## config.mk

```make
export PLATFORM = sky130hd
export DESIGN_NAME = srx_deser32
export DESIGN_NICKNAME = d
export VERILOG_FILES = /design/src/rtl/srx_deser32.sv
export SDC_FILE = /design/constraint.sdc
export NUM_CORES = 1
export LEC_CHECK = 0
export BUFFER_PORTS_ARGS = -buffer_cell sky130_fd_sc_hd__buf_2
export CORE_MARGIN = 2
export CORE_UTILIZATION = 62
export CTS_BUF_LIST = sky130_fd_sc_hd__clkbuf_4
export CTS_CLUSTER_SIZE = 20
export DETAILED_ROUTE_END_ITERATION = 8
export PLACE_DENSITY_LB_ADDON = 0.25
export SLEW_MARGIN = 20
export SYNTH_ARGS = -nofsm -noshare
export SYNTH_HDL_FRONTEND = slang
export SYNTH_SLANG_ARGS = --single-unit
```

## constraint.sdc

```tcl
create_clock -name clock -period 3 [get_ports clock]
set_input_delay 0.15 -clock clock [delete_from_list [all_inputs] [get_ports clock]]
set_output_delay 0.15 -clock clock [all_outputs]
set_load 0.02 [all_outputs]
```

## src/rtl/srx_deser32.sv

```systemverilog
// rtl/srx_deser32.sv - LSB-first serial-to-parallel receiver with one-entry holding register
// Optional: define SRX_PARITY_EN to add a trailing even-parity bit per frame.
module srx_deser32 #(
    parameter int WIDTH = 32,
    parameter int CNT_W = 6
) (
    input  logic             clock,
    input  logic             reset,
    input  logic             sin_bit,
    input  logic             sin_valid,
    input  logic             clear,
    output logic [WIDTH-1:0] word_out,
    output logic             word_valid,
    input  logic             word_ready,
    output logic [CNT_W-1:0] bit_count,
    output logic             overrun,
    output logic             parity_err
);

    logic [WIDTH-1:0] shreg;
    logic [WIDTH-1:0] next_word;
    logic             complete;
    logic             load;

`ifdef SRX_PARITY_EN
    localparam logic [CNT_W-1:0] LAST = CNT_W'(WIDTH);

    logic par_acc;
    logic perr_q;

    // The parity bit is not shifted in; the data word is already complete in shreg.
    assign next_word  = shreg;
    assign parity_err = perr_q;
`else
    localparam logic [CNT_W-1:0] LAST = CNT_W'(WIDTH - 1);

    assign next_word  = {sin_bit, shreg[WIDTH-1:1]};
    assign parity_err = 1'b0;
`endif

    assign complete = sin_valid && !clear && (bit_count == LAST);
    assign load     = complete && (!word_valid || word_ready);

    always_ff @(posedge clock) begin
        if (reset) begin
            shreg      <= '0;
            bit_count  <= '0;
            word_out   <= '0;
            word_valid <= 1'b0;
            overrun    <= 1'b0;
`ifdef SRX_PARITY_EN
            par_acc    <= 1'b0;
            perr_q     <= 1'b0;
`endif
        end else begin
            if (clear) begin
                shreg     <= '0;
                bit_count <= '0;
                overrun   <= 1'b0;
`ifdef SRX_PARITY_EN
                par_acc   <= 1'b0;
                perr_q    <= 1'b0;
`endif
            end else if (sin_valid) begin
                if (complete) begin
                    bit_count <= '0;
`ifdef SRX_PARITY_EN
                    par_acc   <= 1'b0;
                    if (par_acc ^ sin_bit)
                        perr_q <= 1'b1;
`else
                    shreg     <= next_word;
`endif
                    if (!load)
                        overrun <= 1'b1;
                end else begin
                    shreg     <= {sin_bit, shreg[WIDTH-1:1]};
                    bit_count <= bit_count + 1'b1;
`ifdef SRX_PARITY_EN
                    par_acc   <= par_acc ^ sin_bit;
`endif
                end
            end

            // Holding register: load wins over accept so back-to-back words stay valid.
            if (load) begin
                word_out   <= next_word;
                word_valid <= 1'b1;
            end else if (word_valid && word_ready) begin
                word_valid <= 1'b0;
            end
        end
    end

endmodule

```

Yosys cells after proc, flatten, opt, wreduce, memory -nomap -nowiden
Cells that the tools add are included.

Flip-flop bits (word level): 72. Bits of input ports: 6. Word-level logic and storage cells: 21.

Add/subtract/negate cells: 1. Eq/ne operators: 1. Mux-type cells: 3. Bitwise logic cells: 1. Reduce and logical (&&, ||, !) cells: 10.

Operators by type and width (number): $add 6x1->6 const B (1); $eq 6x5->1 const B (1); $mux 6 (1); $logic_and 1x1->1 (4); $reduce_and 3->1 (1); $logic_not 1->1 (2); $mux 1 (2); $reduce_bool 2->1 (1); $reduce_or 2->1 (1); $logic_or 1x1->1 (1); $not 1->1 (1).

Longest topological paths before layout
Gate-level depths: netlist (run 1).

Depth after elaboration: 6. Gate-level depth with buffers: 6. Gate-level depth less buffers: 4.

Worst setup path before layout (run 1)
Ideal clock, no wire load.

Path kind: reg-to-reg. Start: register bit_count[0]. End: register word_out[0]. Arrival: 1.524 ns. Setup slack: 1.405 ns. Stages on the path, launching flop included: 7. Path buffers: 2. Period minus slack after synthesis: 1.595 ns. Cells stage by stage: dfxtp_1 > ha_1 > nand3_2 > nor3b_2 > buf_4 > buf_8 > mux2i_1.

Word-level cells in the longest chain between the ends: 3.

RTL lines: from (decl) (RTL line 15) `output logic [CNT_W-1:0] bit_count,`; from (signal assigned) (RTL line 78) `bit_count <= bit_count + 1'b1;`; $eq 6x5->1 (RTL line 41) `assign complete = sin_valid && !clear && (bit_count == LAST);`; $logic_and 1x1->1 (RTL line 41); $logic_and 1x1->1 (RTL line 42) `assign load = complete && (!word_valid || word_ready);`; to (signal assigned) (RTL line 87) `word_out <= next_word;`; to (decl) (RTL line 12) `output logic [WIDTH-1:0] word_out,`.

No other way between the ends. A chain may end at the register's enable or synchronous reset.

Worst setup path after layout (run 1)
Start: register bit_count[0]. End: register word_out[15].

The elaborated chain is that of the path after synthesis.

==> results of run 1 <==
state kept, by name (all words and copies together) (netlist names):
name and cells:
bit_count 6, word_out 32, word_valid 1, shreg 31, overrun 1
metrics by stage:
stage / worst slack (ns) / cell area [µm²] / std cells / total power [mW] / utilization [%]
2_1_floorplan: 1.405 / 2907 / 281 / 1.019 / -
3_3_place_gp: 1.373 / 3109 / 362 / 1.028 / 69.96
3_5_place_dp: 1.334 / 3109 / 362 / 1.029 / 69.96
4_1_cts: 1.308 / 3212 / 378 / 1.503 / 72.27
5_1_grt: 1.205 / 3212 / 378 / 1.550 / 72.27
6_report: 1.331 / 3212 / 378 / 1.492 / 72.27
final cells by class:
type	instances	area, µm²	area share [%]
multi-input cells	189	1364	42.46
clock buffers	10	75.07	2.337
repair buffers	49	255.2	7.947
inverters	1	3.754	0.1169
flip-flops and latches	71	1421	44.25
well taps	52	65.06	2.026
clock inverters	6	27.53	0.8570
cell families after synthesis:
logic type | count (synthesis) | share of synthesized area, %
AO/OA/AOI/OAI | 6 | 1.033
XOR/XNOR | 3 | 0.9042
adder cells (fa/ha/maj) | 1 | 0.4304
buffers and inverters | 21 | 4.390
flip-flops | 71 | 48.90
multiplexers | 64 | 22.04
other | 1 | 0.1290
AND/OR/NAND/NOR | 114 | 22.17
layer usage:
metal  vias up  GRT usage, %  routed length, µm
li1        996             -                  -
met1       911         24.51               2307
met2        39         31.09               2222
met3         9         4.583                146
met4         0         11.73                 99
met5         -             0                  0
placed cells by master (no fill, tap or decap), types with 2 or more instances in the layout:
cell type | synthesis | routed
dfxtp_1 | 71 | 71
nand2b_1 | 66 | 66
mux2i_1 | 64 | 64
buf_2 | 3 | 45
nor2_1 | 35 | 35
clkbuf_4 | 0 | 10
clkinv_2 | 0 | 4
buf_4 | 3 | 4
xor2_1 | 3 | 3
o21ai_0 | 3 | 3
a21oi_1 | 3 | 3
nand2_1 | 2 | 2
nor2b_1 | 2 | 2
clkinv_1 | 0 | 2
power groups by stage:
stage | combinational (mW) | sequential [mW] | clock, mW
floorplan | 0.0519 | 0.967 | 0
global placement | 0.0616 | 0.966 | 0
detailed placement | 0.0624 | 0.967 | 0
CTS | 0.0625 | 0.945 | 0.496
global route | 0.0668 | 0.946 | 0.538
finish | 0.0616 | 0.945 | 0.485
worst max-delay path: stages, from the launching register on:
cell	delay, ns
dfxtp_1	0.42
ha_1	0.23
nand3_2	0.15
nor3b_4	0.23
buf_4	0.31
mux2i_1	0.24
final timing paths:
path                                endpoint  slack [ns]  cells after the start
worst min register to register       overrun        0.45                      2
worst min-delay path            word_out[31]        0.04                      3
worst max register to register  word_out[15]        1.33                      5
worst max-delay path            word_out[15]        1.33                      5
==> flow_metrics.py, run 1 <==
metrics = {
    "yosys": {
        "synth_ff_type": "dfxtp_1",
        "synth.distinct_cells": 26,
        "ys_warn_count": 0,
        "yosysTopAreaCellShare_pct": 48.90,
        "yosys.area.top_type": "dfxtp_1",
        "synth_nets": 288,
        "synthCells": 281,
        "synth_most_common_cell": "dfxtp_1",
        "async_reset_ff_share_pct": 0,
        "avgSynthCellArea_um2": 10.34,
        "synth_area_leaders": "dfxtp_1 (49%), mux2i_1 (22%), nand2b_1 (14%), nor2_1 (4.5%), buf_8 (1.5%)",
        "synth_edf_count": 0,
        "ys_seq_area_share_pct": 48.90,
        "ys_seq_elements": 71,
        "ys_top_cells_by_count": "dfxtp_1 (71), nand2b_1 (66), mux2i_1 (64)",
        "syn_area_um2": 2907,
    },
    "timing": {
        "fin_hold_ws_ns": 0.04230,
        "max_freq_ghz": 0.5990,
        "rsz0062_at_grt": "false",
        "finalCritPeriodShare_pct": 55.65,
        "timing.slew.headroom_pct": 52.63,
        "slew_viol_final": 0,
        "finalHoldViolations": 0,
        "min_period_ns": 1.669,
        "worstMarginPinSlew_ns": 0.7106,
        "skew_ns": 0.01101,
        "tns_ns": 0,
        "setup_viol": 0,
    },
    "setup_path": {
        "critical_path.startpoint": "bit_count[0]",
        "critPathCaptureType": "register",
        "cp.arrival_ns": 2.00,
        "r2r_start": "bit_count[0]",
        "start_kind": "register",
        "path_max_fanout": 17,
        "worstSetupPathType": "reg -> reg",
        "worstPathRequired_ns": 3.33,
    },
    "final_layout": {
        "drive_gt1_share_pct": 20.55,
        "num-fill-cells": 324,
        "nets": 328,
        "antenna_cells": 0,
        "area_growth_pct": 10.50,
    },
    "placement": {
        "place.gp.congestion": 0.6990,
        "portBuffers": 45,
        "dpl.hpwl_um": 2985,
    },
    "run_status": {
        "outcome": "finished, final reports clean",
    },
    "clocking": {
        "cts_sinks": 71,
        "cts_max_level": 3,
        "root_buffer": "clkbuf_4",
        "cts_setup_buffers": 0,
        "cts_hold_buffers": 0,
        "clk_latency_ns": 0.40,
        "clk_path_buf_depth": 2,
        "clk_pin_slew_ns": 0.11,
        "numCtsBuffers": 9,
        "ctsResizeCount": 0,
        "cts_tree": "yes",
    },
    "global_route": {
        "grt_pass1_vias": 1759,
        "grt_overflow": 0,
        "antenna_found_initial": 0,
        "grt_max_degree": 67,
        "track_usage_pct": 19.67,
        "grt_pass1_wl_um": 7893,
    },
    "route": {
        "vias": 1955,
        "drtAntennaViolNets": 0,
        "drt_wl_total_um": 4775,
        "drt_pass1_iterations": 4,
        "post_drt_wl_per_cell_um": 12.63,
        "viasPerCell": 5.172,
        "drtIter0Drc": 109,
        "post-route-drc-count": 0,
    },
    "pwr": {
        "ir_drop_uv": 288.5,
        "seqPwrFrac_pct": 63.4,
        "p_leak_nw": 1.296,
        "p_clk_share_pct": 32.5,
        "p_per_area_nw_per_um2": 464.4,
        "internal_power_mw": 1.141,
        "power_switching_mw": 0.3510,
        "combPwrFrac_pct": 4.1,
        "swShare_pct": 23.53,
    },
    "hold_path": {
        "min_path_type": "in -> reg",
        "worstHoldStart": "sin_bit",
    },
    "flow_run": {
        "maxCapViolations": 0,
    },
    "floorplanning": {
        "start_util_pct": 65.40,
        "die_h_um": 72.47,
        "core_um2": 4444,
        "ios": 47,
        "fp.dieArea_um2": 5252,
        "fp-row-count": 24,
        "chipWidth_um": 72.47,
    },
}
Note: power is estimated with default switching activity, not from simulation.
==> run 2: changes to the inputs <==
--- a/config.mk
+++ b/config.mk
@@ -7,7 +7,7 @@
 export LEC_CHECK = 0
 export BUFFER_PORTS_ARGS = -buffer_cell sky130_fd_sc_hd__buf_2
 export CORE_MARGIN = 2
-export CORE_UTILIZATION = 62
+export CORE_UTILIZATION = 58
 export CTS_BUF_LIST = sky130_fd_sc_hd__clkbuf_4
 export CTS_CLUSTER_SIZE = 20
 export DETAILED_ROUTE_END_ITERATION = 8
==> constraint.sdc (replaced) <==
create_clock -name clock -period 1.74 [get_ports clock]
set_input_delay 0.087 -clock clock [delete_from_list [all_inputs] [get_ports clock]]
set_output_delay 0.087 -clock clock [all_outputs]
set_load 0.02 [all_outputs]
==> flow_metrics.py, run 2 (synthesis results as in run 1) <==
metrics = {
    "hold_path": {
        "hold_path_depth": 4,
        "holdPathEnd": "bit_count[4]",
        "worstHoldStart": "sin_valid",
        "min_path_type": "in -> reg",
    },
    "placement": {
        "dpl_cell_area_um2": 3141,
        "place.gp.congestion": 0.8103,
        "dpl.hpwl_um": 2808,
        "portBuffers": 45,
    },
    "route": {
        "drtIter0Drc": 65,
        "post_drt_wl_per_cell_um": 12.11,
        "drt_wl_total_um": 4806,
        "post-route-drc-count": 0,
        "vias": 1929,
        "drt_pass1_iterations": 4,
        "drtAntennaViolNets": 0,
        "viasPerCell": 4.859,
    },
    "setup_path": {
        "reg2reg_depth": 6,
        "start_kind": "register",
        "worstSetupPathType": "reg -> reg",
        "path_max_fanout": 16,
        "cp.arrival_ns": 1.95,
        "reg2reg_to": "word_out[21]",
        "cp_cell_sequence": "ha_1, nand3_2, nor3b_4, buf_4, buf_12, mux2i_1",
        "r2r_slack_ns": 0.12,
        "slowest_stage": "dfxtp_1",
        "critPathCaptureType": "register",
        "worstPathRequired_ns": 2.07,
        "r2r_start": "bit_count[0]",
        "max_stage_delay_ns": 0.42,
    },
    "timing": {
        "max_freq_ghz": 0.6186,
        "min_period_ns": 1.616,
        "finalHoldViolations": 0,
        "slew_viol_final": 0,
        "finalCritPeriodShare_pct": 92.90,
        "tns_ns": 0,
        "worstMarginPinSlew_ns": 0.7018,
        "setup_viol": 0,
        "skew_ns": 0.008047,
        "timing.slew.headroom_pct": 53.22,
    },
    "floorplanning": {
        "chipWidth_um": 74.79,
        "fp.dieArea_um2": 5594,
        "core_um2": 4786,
        "die_h_um": 74.79,
        "ios": 47,
        "fp-row-count": 25,
        "start_util_pct": 60.73,
    },
    "clocking": {
        "ctsResizeCount": 0,
        "clk_latency_ns": 0.41,
        "cts_tree": "yes",
        "root_buffer": "clkbuf_4",
        "cts_max_level": 3,
        "clk_pin_slew_ns": 0.10,
        "cts_sinks": 71,
        "clk_path_buf_depth": 2,
        "numCtsBuffers": 9,
    },
    "flow_run": {
        "maxCapViolations": 0,
    },
    "pwr": {
        "p_leak_nw": 1.325,
        "ir_drop_uv": 463.9,
        "p_per_area_nw_per_um2": 782.4,
        "p_total_mw": 2.584,
    },
    "global_route": {
        "grt_pass1_wl_um": 7707,
        "antenna_found_initial": 0,
        "track_usage_pct": 18.25,
        "grt_overflow": 0,
        "grt_max_degree": 66,
        "grt_pass1_vias": 1792,
    },
    "final_layout": {
        "nets": 333,
        "final_cell_mix": "dfxtp_1 (71), nand2b_1 (66), mux2i_1 (64)",
        "largestRegisters": "word_out (32), shreg (31), bit_count (6)",
        "regMostFlops": "word_out",
        "final_area_um2": 3303,
        "fin_util_pct": 69.02,
        "area_growth_pct": 13.65,
        "largest_reg_flops": 32,
        "antenna_cells": 0,
        "drive_gt1_share_pct": 20.91,
        "final_common_cell": "dfxtp_1",
    },
    "run_status": {
        "outcome": "finished, final reports clean",
    },
}
run 2: cell types whose count changed in the layout (fill, tap and decap cells not counted):
| cell | previous run | this run |
|---|---|---|
| clkinv_2 | 4 | 0 |
| clkbuf_4 | 10 | 12 |
| buf_12 | 0 | 1 |
| buf_4 | 4 | 5 |
| buf_6 | 0 | 1 |
| clkbuf_16 | 0 | 1 |
| clkinv_1 | 2 | 3 |
| dlygate4sd3_1 | 0 | 1 |
run 2: area by class of cell:
| class | count | area (µm²) |
|---|---|---|
| Fill cell | 415 | 1483 |
| Inverter | 1 | 3.754 |
| Clock buffer | 12 | 90.09 |
| Sequential cell | 71 | 1421 |
| Tap cell | 67 | 83.83 |
| Timing Repair Buffer | 54 | 329.1 |
| Clock inverter | 3 | 11.26 |
| Multi-Input combinational cell | 189 | 1364 |
run 2: metrics by stage:
stage                     hold WS, ns  cells  setup slack, ns
after global placement         0.3366    377           0.1996
final                         0.08457    397           0.1235
after CTS                     0.05997    393          0.08771
after floorplan                0.2342    281           0.1447
after detailed placement       0.3474    377           0.1233
after global routing          0.07902    397        -0.005565
run 2: worst max-delay path by stage:
stage | end | cells after the start | from
finish | word_out[21] | 6 | bit_count[0]
floorplan | word_out[0] | 6 | bit_count[0]
global route | word_out[21] | 6 | bit_count[1]
detailed placement | word_out[21] | 5 | bit_count[0]
CTS | word_out[21] | 5 | bit_count[0]
global placement | word_out[15] | 5 | bit_count[1]
run 2: critical path: cells and delay by family, from the launching register on:
family                   cells  cell delay (ns)
buffers and inverters        2             0.30
AND/OR/NAND/NOR              2             0.36
flip-flops                   1             0.42
multiplexers                 1             0.22
adder cells (fa/ha/maj)      1             0.24
run 2: report_power, final:
group          switching, mW  internal [mW]  total (mW)
clock                  0.524          0.322       0.846
sequential           0.00254           1.63        1.63
combinational         0.0584         0.0507       0.109
total                  0.585           2.00        2.58
run 2: metal layers:
| metal | track usage, % | wire length [µm] | vias to the layer above |
|---|---|---|---|
| met5 | 0 | 0 | - |
| met3 | 5.622 | 163 | 8 |
| li1 | - | - | 1010 |
| met1 | 22.02 | 2397 | 879 |
| met4 | 10.12 | 110 | 0 |
| met2 | 29.11 | 2134 | 32 |
run 2: what timing repair did:
action,4_1_cts,5_1_grt
endpoints found under the hold margin,2,0
buffers inserted,0,2
endpoints found under the setup margin,0,8
hold buffers,1,0
==> run 3: changes to the inputs <==
--- a/config.mk
+++ b/config.mk
@@ -11,6 +11,7 @@
 export CTS_BUF_LIST = sky130_fd_sc_hd__clkbuf_4
 export CTS_CLUSTER_SIZE = 20
 export DETAILED_ROUTE_END_ITERATION = 8
+export MAX_ROUTING_LAYER = met4
 export PLACE_DENSITY_LB_ADDON = 0.25
 export SLEW_MARGIN = 20
 export SYNTH_ARGS = -nofsm -noshare
==> flow_metrics.py, run 3 (synthesis results as in run 1) <==
metrics = {
    "run_status": {
        "outcome": "finished, final reports clean",
    },
    "setup_path": {
        "cp.arrival_ns": 1.94,
        "reg2reg_depth": 6,
        "path_max_fanout": 16,
        "r2r_slack_ns": 0.14,
        "reg2reg_to": "word_out[21]",
        "critPathCaptureType": "register",
        "worstPathRequired_ns": 2.07,
        "worstSetupPathType": "reg -> reg",
        "start_kind": "register",
        "r2r_start": "bit_count[0]",
    },
    "pwr": {
        "p_leak_nw": 1.325,
        "ir_drop_uv": 465.0,
        "p_per_area_nw_per_um2": 782.1,
    },
    "hold_path": {
        "hold_path_depth": 4,
        "worstHoldStart": "sin_valid",
        "holdPathEnd": "bit_count[4]",
        "min_path_type": "in -> reg",
    },
    "placement": {
        "dpl_cell_area_um2": 3141,
        "post-place-cells": 377,
        "dpl.hpwl_um": 2808,
        "place.gp.congestion": 0.8222,
        "portBuffers": 45,
    },
    "timing": {
        "skew_ns": 0.006276,
        "max_freq_ghz": 0.6237,
        "min_period_ns": 1.603,
        "finalHoldViolations": 0,
        "slew_viol_final": 0,
        "setup_viol": 0,
        "finalCritPeriodShare_pct": 92.15,
        "fin_hold_ws_ns": 0.08369,
        "worstMarginPinSlew_ns": 0.6917,
        "timing.slew.headroom_pct": 53.89,
        "tns_ns": 0,
    },
    "final_layout": {
        "antenna_cells": 0,
        "num-fill-cells": 415,
        "regMostFlops": "word_out",
        "final_common_cell": "dfxtp_1",
        "final_area_um2": 3303,
        "final_cells": 397,
        "largest_reg_flops": 32,
        "nets": 333,
        "largestRegisters": "word_out (32), shreg (31), bit_count (6)",
        "final_cell_mix": "dfxtp_1 (71), nand2b_1 (66), mux2i_1 (64)",
        "area_growth_pct": 13.65,
        "drive_gt1_share_pct": 20.91,
    },
    "global_route": {
        "grt_overflow": 0,
        "grt_pass1_vias": 1794,
        "antenna_found_initial": 0,
        "grt_max_degree": 66,
        "track_usage_pct": 18.73,
        "grt_pass1_wl_um": 7693,
    },
    "route": {
        "post-route-drc-count": 0,
        "drt_pass1_iterations": 4,
        "viasPerCell": 4.861,
        "post_drt_wl_per_cell_um": 12.12,
        "drtAntennaViolNets": 0,
        "vias": 1930,
        "drtIter0Drc": 63,
        "drt_wl_total_um": 4811,
    },
    "floorplanning": {
        "fp-row-count": 25,
        "fp.dieArea_um2": 5594,
        "start_util_pct": 60.73,
        "ios": 47,
        "chipWidth_um": 74.79,
        "core_um2": 4786,
        "die_h_um": 74.79,
    },
    "clocking": {
        "cts_tree": "yes",
        "numCtsBuffers": 9,
        "root_buffer": "clkbuf_4",
        "clk_latency_ns": 0.40,
        "cts_sinks": 71,
        "cts_max_level": 3,
        "clk_pin_slew_ns": 0.10,
        "clk_path_buf_depth": 2,
    },
    "flow_run": {
        "maxCapViolations": 0,
    },
}
run 3: cell counts in the layout (fill, tap and decap cells not counted):
No cell type changed its count.
run 3: worst max-delay path: stages, from the launching register on:
cell	delay, ns
dfxtp_1	0.41
ha_1	0.24
nand3_2	0.15
nor3b_4	0.21
buf_4	0.14
buf_12	0.16
mux2i_1	0.21
run 3: routing by layer:
layer  wire length (µm)  global-route usage (%)
met2               2118                   29.11
met1               2426                   22.02
met5                  0                       -
met4                114                   10.12
met3                151                   5.221
run 3: worst max-delay path by stage:
stage | from | to | slack [ns] | cells past startpoint
2_1_floorplan | bit_count[0] | word_out[0] | 0.14 | 6
5_1_grt | bit_count[1] | word_out[21] | -0.006 | 6
3_5_place_dp | bit_count[0] | word_out[21] | 0.12 | 5
4_1_cts | bit_count[0] | word_out[21] | 0.09 | 5
3_3_place_gp | bit_count[1] | word_out[15] | 0.20 | 5
6_report | bit_count[0] | word_out[21] | 0.14 | 6
run 3: final cells by class:
type | instances | area, µm² | share of cell area [%]
clock inverters | 3 | 11.26 | 0.3409
flip-flops and latches | 71 | 1421 | 43.03
multi-input cells | 189 | 1364 | 41.29
inverters | 1 | 3.754 | 0.1136
clock buffers | 12 | 90.09 | 2.727
repair buffers | 54 | 329.1 | 9.962
well taps | 67 | 83.83 | 2.538
run 3: power breakdown:
group          total, mW  leakage [nW]  internal [mW]  switching (mW)
Clock              0.845        0.0599          0.322           0.523
Combinational      0.109         0.693         0.0507          0.0584
Sequential          1.63         0.572           1.63         0.00254
Total               2.58          1.32           2.00           0.584
run 3: timing repair:
item / 4_1_cts / 5_1_grt
hold buffers: 1 / 0
setup buffers: 0 / 2
endpoints found under the setup margin: 0 / 8
hold endpoints to repair: 2 / 0
gates resized for setup: 0 / 0
run 3: per-stage QoR:
step | power (mW) | util [%] | worst slack (ns)
finish | 2.583 | 69.02 | 0.1366
global route | 2.686 | 69.02 | -0.005555
CTS | 2.614 | 67.95 | 0.08771
detailed placement | 1.775 | 65.62 | 0.1233
global placement | 1.775 | 65.62 | 0.1996
floorplan | 1.757 | - | 0.1447
